### config.mk
export PLATFORM = sky130hd
export DESIGN_NAME = score_tracker_flat
export DESIGN_NICKNAME = d
export VERILOG_FILES = /design/src/rtl/score_tracker_pkg.sv /design/src/rtl/score_tracker_if.sv /design/src/rtl/score_tracker_tick_divider.sv /design/src/rtl/score_tracker.sv /design/src/flat_wrapper.sv
export SDC_FILE = /design/constraint.sdc
export NUM_CORES = 1
export LEC_CHECK = 0
export CAP_MARGIN = 0
export CORE_MARGIN = 3
export CORE_UTILIZATION = 48
export DETAILED_ROUTE_END_ITERATION = 8
export PLACE_DENSITY = 0.72
export SLEW_MARGIN = 20
export SYNTH_ARGS = -nofsm -noshare
export SYNTH_HDL_FRONTEND = slang
export SYNTH_SLANG_ARGS = --single-unit
### constraint.sdc
create_clock -name clk -period 4.8 [get_ports clk]
set_input_delay 0.72 -clock clk [delete_from_list [all_inputs] [get_ports clk]]
set_output_delay 0.72 -clock clk [all_outputs]
set_load 0.02 [all_outputs]
### src/rtl/score_tracker_pkg.sv
// Shared types and widths for the meteor-dodge score path.
// Pure declarations; no logic, no latency, no backpressure.
// The display path reuses MAX_SCORE_DEF as its 4-digit ceiling.
package score_pkg;

  localparam int SCORE_W       = 16;
  localparam int LEVEL_W       = 3;
  localparam int MAX_SCORE_DEF = 9999;

  typedef enum logic [1:0] {
    ST_IDLE = 2'd0,
    ST_PLAY = 2'd1,
    ST_OVER = 2'd2
  } state_e;

endpackage

### src/rtl/score_tracker_if.sv
// Game-event pulses in, score/level/status out.
// Outputs are registered in the tracker; pulses are single-cycle.
// No backpressure: every pulse is consumed in the cycle it is seen.
interface score_tracker_if;
  import score_pkg::*;

  logic               game_start;
  logic               game_over;
  logic               dodge_pulse;
  logic               tick;
  logic [SCORE_W-1:0] score;
  logic [SCORE_W-1:0] high_score;
  logic [LEVEL_W-1:0] level;
  logic               playing;
  logic               new_high;

  modport master (
    output game_start, game_over, dodge_pulse, tick,
    input  score, high_score, level, playing, new_high
  );

  modport slave (
    input  game_start, game_over, dodge_pulse, tick,
    output score, high_score, level, playing, new_high
  );
endinterface

### src/rtl/score_tracker_tick_divider.sv
// Modulo-TICKS_PER_POINT tick counter producing one survival point per wrap.
// point_pulse is combinational in the wrapping tick cycle; the count updates next edge.
// No backpressure: enable is taken every cycle it is high.
module tick_divider #(
  parameter int TICKS_PER_POINT = 60
) (
  input  logic clk,
  input  logic reset_n,
  input  logic clear,
  input  logic enable,
  output logic point_pulse
);

  localparam int CNT_W = (TICKS_PER_POINT > 1) ? $clog2(TICKS_PER_POINT) : 1;
  localparam logic [CNT_W-1:0] CNT_LAST = CNT_W'(TICKS_PER_POINT - 1);

  logic [CNT_W-1:0] cnt_q;
  logic [CNT_W-1:0] cnt_d;

  assign point_pulse = enable && (cnt_q == CNT_LAST);

  always_comb begin
    cnt_d = cnt_q;
    if (clear) begin
      cnt_d = '0;
    end else if (enable) begin
      cnt_d = point_pulse ? '0 : cnt_q + 1'b1;
    end
  end

  always_ff @(posedge clk) begin
    if (!reset_n) begin
      cnt_q <= '0;
    end else begin
      cnt_q <= cnt_d;
    end
  end

endmodule

### src/rtl/score_tracker.sv
// Score engine: accumulates dodge/survival points, tracks level, high score and game state.
// 1-cycle latency from any pulse to its effect on the registered outputs.
// No backpressure; game_over pre-empts same-cycle dodge/tick while playing.
module score_tracker
  import score_pkg::*;
#(
  parameter int MAX_SCORE        = MAX_SCORE_DEF,
  parameter int DODGE_POINTS     = 10,
  parameter int TICKS_PER_POINT  = 60,
  parameter int DODGES_PER_LEVEL = 8,
  parameter int MAX_LEVEL        = 7
) (
  input  logic            clk,
  input  logic            reset_n,
  score_tracker_if.slave  bus
);

  localparam int DCNT_W = (DODGES_PER_LEVEL > 1) ? $clog2(DODGES_PER_LEVEL) : 1;
  localparam logic [DCNT_W-1:0]  DCNT_LAST = DCNT_W'(DODGES_PER_LEVEL - 1);
  localparam logic [LEVEL_W-1:0] LEVEL_TOP = LEVEL_W'(MAX_LEVEL);
  localparam logic [SCORE_W:0]   SCORE_CAP = (SCORE_W+1)'(MAX_SCORE);

  state_e             state_q,    state_d;
  logic [SCORE_W-1:0] score_q,    score_d;
  logic [SCORE_W-1:0] high_q,     high_d;
  logic [LEVEL_W-1:0] level_q,    level_d;
  logic [DCNT_W-1:0]  dcnt_q,     dcnt_d;
  logic               new_high_q, new_high_d;

  logic               in_play;
  logic               div_clear;
  logic               div_enable;
  logic               point_pulse;
  logic [SCORE_W:0]   add_v;
  logic [SCORE_W:0]   sum_v;

  assign in_play    = (state_q == ST_PLAY);
  // A tick in the game_over cycle is dropped, so it must not advance the divider either.
  assign div_enable = bus.tick && in_play && !bus.game_over;
  assign div_clear  = bus.game_start && !in_play;

  tick_divider #(
    .TICKS_PER_POINT (TICKS_PER_POINT)
  ) u_tick_divider (
    .clk         (clk),
    .reset_n     (reset_n),
    .clear       (div_clear),
    .enable      (div_enable),
    .point_pulse (point_pulse)
  );

  always_comb begin
    add_v = '0;
    if (bus.dodge_pulse) add_v = add_v + (SCORE_W+1)'(DODGE_POINTS);
    if (point_pulse)     add_v = add_v + 1'b1;
    sum_v = {1'b0, score_q} + add_v;
  end

  always_comb begin
    state_d    = state_q;
    score_d    = score_q;
    high_d     = high_q;
    level_d    = level_q;
    dcnt_d     = dcnt_q;
    new_high_d = new_high_q;

    unique case (state_q)
      ST_PLAY: begin
        if (bus.game_over) begin
          state_d = ST_OVER;
          if (score_q > high_q) begin
            high_d     = score_q;
            new_high_d = 1'b1;
          end
        end else begin
          score_d = (sum_v > SCORE_CAP) ? SCORE_W'(MAX_SCORE) : sum_v[SCORE_W-1:0];
          if (bus.dodge_pulse) begin
            if (dcnt_q == DCNT_LAST) begin
              dcnt_d = '0;
              if (level_q != LEVEL_TOP) level_d = level_q + 1'b1;
            end else begin
              dcnt_d = dcnt_q + 1'b1;
            end
          end
        end
      end
      default: begin
        if (bus.game_start) begin
          state_d    = ST_PLAY;
          score_d    = '0;
          level_d    = '0;
          dcnt_d     = '0;
          new_high_d = 1'b0;
        end
      end
    endcase
  end

  always_ff @(posedge clk) begin
    if (!reset_n) begin
      state_q    <= ST_IDLE;
      score_q    <= '0;
      high_q     <= '0;
      level_q    <= '0;
      dcnt_q     <= '0;
      new_high_q <= 1'b0;
    end else begin
      state_q    <= state_d;
      score_q    <= score_d;
      high_q     <= high_d;
      level_q    <= level_d;
      dcnt_q     <= dcnt_d;
      new_high_q <= new_high_d;
    end
  end

  assign bus.score      = score_q;
  assign bus.high_score = high_q;
  assign bus.level      = level_q;
  assign bus.playing    = in_play;
  assign bus.new_high   = new_high_q;

endmodule
### src/flat_wrapper.sv
// flat-port wrapper written by rule: the top's interface ports become plain ports
module score_tracker_flat import score_pkg::*;
#(
  parameter int MAX_SCORE        = MAX_SCORE_DEF,
  parameter int DODGE_POINTS     = 10,
  parameter int TICKS_PER_POINT  = 60,
  parameter int DODGES_PER_LEVEL = 8,
  parameter int MAX_LEVEL        = 7
)
  (clk, reset_n, bus_game_start, bus_game_over, bus_dodge_pulse, bus_tick, bus_score, bus_high_score, bus_level, bus_playing, bus_new_high);
  score_tracker_if bus_i ();
  input  logic clk;
  input  logic reset_n;
  input wire logic [$bits(bus_i.game_start)-1:0] bus_game_start;
  input wire logic [$bits(bus_i.game_over)-1:0] bus_game_over;
  input wire logic [$bits(bus_i.dodge_pulse)-1:0] bus_dodge_pulse;
  input wire logic [$bits(bus_i.tick)-1:0] bus_tick;
  output wire logic [$bits(bus_i.score)-1:0] bus_score;
  output wire logic [$bits(bus_i.high_score)-1:0] bus_high_score;
  output wire logic [$bits(bus_i.level)-1:0] bus_level;
  output wire logic [$bits(bus_i.playing)-1:0] bus_playing;
  output wire logic [$bits(bus_i.new_high)-1:0] bus_new_high;
  assign bus_i.game_start = bus_game_start;
  assign bus_i.game_over = bus_game_over;
  assign bus_i.dodge_pulse = bus_dodge_pulse;
  assign bus_i.tick = bus_tick;
  assign bus_score = bus_i.score;
  assign bus_high_score = bus_i.high_score;
  assign bus_level = bus_i.level;
  assign bus_playing = bus_i.playing;
  assign bus_new_high = bus_i.new_high;
  score_tracker #(.MAX_SCORE(MAX_SCORE), .DODGE_POINTS(DODGE_POINTS), .TICKS_PER_POINT(TICKS_PER_POINT), .DODGES_PER_LEVEL(DODGES_PER_LEVEL), .MAX_LEVEL(MAX_LEVEL)) u_core (.clk(clk), .reset_n(reset_n), .bus(bus_i));
endmodule
==> impl_metrics.ini, run 1 <==
[layout]
fillers = 521
antenna_cells = 0
area_growth_pct = 19.6
fin_nets = 398
postLayoutCellArea_um2 = 3360
post-route-util = 0.602
drive_above_1_share = 0.0625

[status]
status = finished clean

[drt]
dr.pass1.iters = 4
ant_nets = 0
drt_wl_total_um = 5980
drc = 0
via_per_inst = 5.47
initialDrtViolationCount = 154
routedWlPerCell_um = 13.6
vias = 2407

[cts]
post_cts_buffers = 0
worstSkewPairLatency_ps = 300
cts_tree = built
clk_pin_slew_ps = 90
cts.repair.resized = 0
cts-root-buf = clkbuf_8
clockBufferDepth = 2
cts_hold_buf = 0
clock-sinks = 47
cts_buffers = 5
htreeDepth = 2

[place]
gp_congestion = 0.855
dp_slack_ps = 125
place_hpwl_um = 4380
port_buffers = 42
post_dp_cell_area_um2 = 3260

[sta]
min_period_ps = 4400
hold_viol = 0
setup_viol = 0
rsz0062_at_grt = no
min_period_over_period = 0.916
fmax_mhz = 227
drv_slew = 0
setup_tns_ps = 0
fin_skew_ps = 2.25
slew_headroom = 0.376
worstMarginPinSlew_ps = 933
worst_slack_ps = 404

[global_routing]
antenna_found_initial = 0
grt_max_degree = 31
grt_pass1_wl_um = 10000
grt_pass1_vias = 2203
overflow = 0
track_usage = 0.190

[synthesis]
synth_cell_types = 52
synthTopCellsByArea = dfxtp_1 34%, ha_1 11%, mux2i_1 6.8%
seq_area_frac_synth = 0.335
synthCells = 327
synth-main-ff-cell = dfxtp_1
postSynthAreaPerCell_um2 = 8.59
synth_top_cell_area_share = 0.335
synth_edf_count = 0
synthArstFlopShare = 0
netlist_area_um2 = 2810
yosysTopAreaCell = dfxtp_1
synth_nets = 358
ys_ff_latch = 47
ys_warn_count = 0

[critical_path]
cp_top_family = simple AND/OR/NAND/NOR gates
critPathBufInv = 2
cp-startpoint = bus_game_over
cp.required_ps = 5000
r2r-start = u_core.state_q[1]
critPathSlowestCell = or4b_2
crit_arrival_ps = 4590
critPathKind = in2reg
path_cells = clkdlybuf4s50_1 > nor2_1 > and2_1 > nand2_1 > or4b_2 > inv_1 > ha_1 > a21o_2 > a22oi_4 > or4_4 > xor2_1 > o41a_1 > o211ai_2 > nor3_2 > a211o_1
path_max_fanout = 10
crit_path_end_kind = flop
setup.worst_path.start_class = primary input
reg2reg_slack_ps = 710
critPathMaxStageDelay_ps = 690

[job]
max_cap_violations = 0

[die]
core-area_um2 = 5570
ioPinCount = 43
initial_core_util = 0.504
rows = 27
die-height_um = 82.5
die_x_um = 82.5
die-area_um2 = 6800

[power_and_ir_drop]
power_uw = 719
leakage_nw = 1.43
powerDensity_nw_per_um2 = 214
peakVddDrop_uv = 146

[hold_path]
hold_start = u_core.u_tick_divider.cnt_q[1]
hold_path.class = reg2reg
-- state kept, by name, indices dropped and copies added, names as in the netlist --
name / flops
u_core.bus.score: 16
u_core.dcnt_q: 3
u_core.bus.high_score: 16
u_core.bus.new_high: 1
u_core.bus.level: 3
u_core.state_q: 2
u_core.u_tick_divider.cnt_q: 6
-- metrics by stage --
stage               instances  hold WS [ps]
floorplan                 327           445
global placement          432           463
detailed placement        432           469
CTS                       440           484
global route              440           494
finish                    440           489
-- power by group --
group	leakage [nW]	switching, mW	internal [mW]
Combinational	1.00	0.0370	0.0272
Sequential	0.379	0.00500	0.394
Clock	0.0474	0.139	0.118
Total	1.43	0.181	0.538
-- layout make-up --
cell class	instances	area (µm²)	area share
clock inverter	2	16.3	0.00484
sequential	47	941	0.280
multi-input combinational	244	1700	0.505
timing repair buffer	45	443	0.132
clock buffer	6	82.6	0.0246
tap	72	90.1	0.0268
inverter	24	90.1	0.0268
-- kinds of logic after synthesis --
group                    after synthesis  synth area share
adder cells (fa/ha/maj)               25             0.114
flip-flops                            47             0.335
multiplexers                          19            0.0677
AND/OR/NAND/NOR                      128             0.243
buffers and inverters                 36            0.0624
XOR/XNOR                               7            0.0218
AO/OA/AOI/OAI                         65             0.156
-- metal layers --
metal  GRT usage  part of all wire
met3      0.0412             0.043
met1       0.255              0.48
met2       0.304              0.46
met5           0                 0
met4      0.0598             0.012
-- Yosys cell counts, drive strengths merged (2+ instances only) --
cell type and number:
o21ai 18, inv 23, nand2 35, nor3 6
nand4 9, and2 6, nand3 7, o41ai 2
ha 24, a21o 9, xnor2 3, and3 3
nor2b 20, buf 7, clkbuf 5, xor2 4
nor2 23, nand2b 7, a21oi 15, nor4b 3
a211o 2, mux2i 19, o31a 2, a21boi 6
a22oi 2, dfxtp 47
-- path summary, 6_finish.rpt --
| path | depth (start not counted) | endpoint |
|---|---|---|
| worst min-delay path | 2 | u_core.u_tick_divider.cnt_q[1] |
| worst min register to register | 2 | u_core.u_tick_divider.cnt_q[1] |
| worst max-delay path | 15 | u_core.bus.score[5] |
| worst max register to register | 15 | u_core.bus.score[5] |
-- tightest hold or removal path: stages (launching register included) --
cell and delay (ps):
dfxtp_1 340, nand2_1 60, a21oi_1 50
-- layout by cell type, fill, tap and decap left out, drive strengths merged, types with 2 or more instances in the layout --
master          n
dfxtp          47
clkdlybuf4s50  42
nand2          35
ha             24
inv            23
nor2           23
nor2b          20
mux2i          19
o21ai          18
a21oi          15
nand4           9
a21o            9
nand2b          7
nand3           7
and2            6
a21boi          6
clkbuf          6
nor3            6
xor2            4
nor4b           3
xnor2           3
buf             3
and3            3
o41ai           2
o31a            2
a211o           2
clkinv          2
a22oi           2
No activity file was read; power rests on OpenSTA's default activity.
==> run 2: changes to the inputs <==
Settings changed: TNS_END_PERCENT from default to 100.
==> results of run 2 <==
The final DEF is identical to that of run 1; final timing and power are the same.
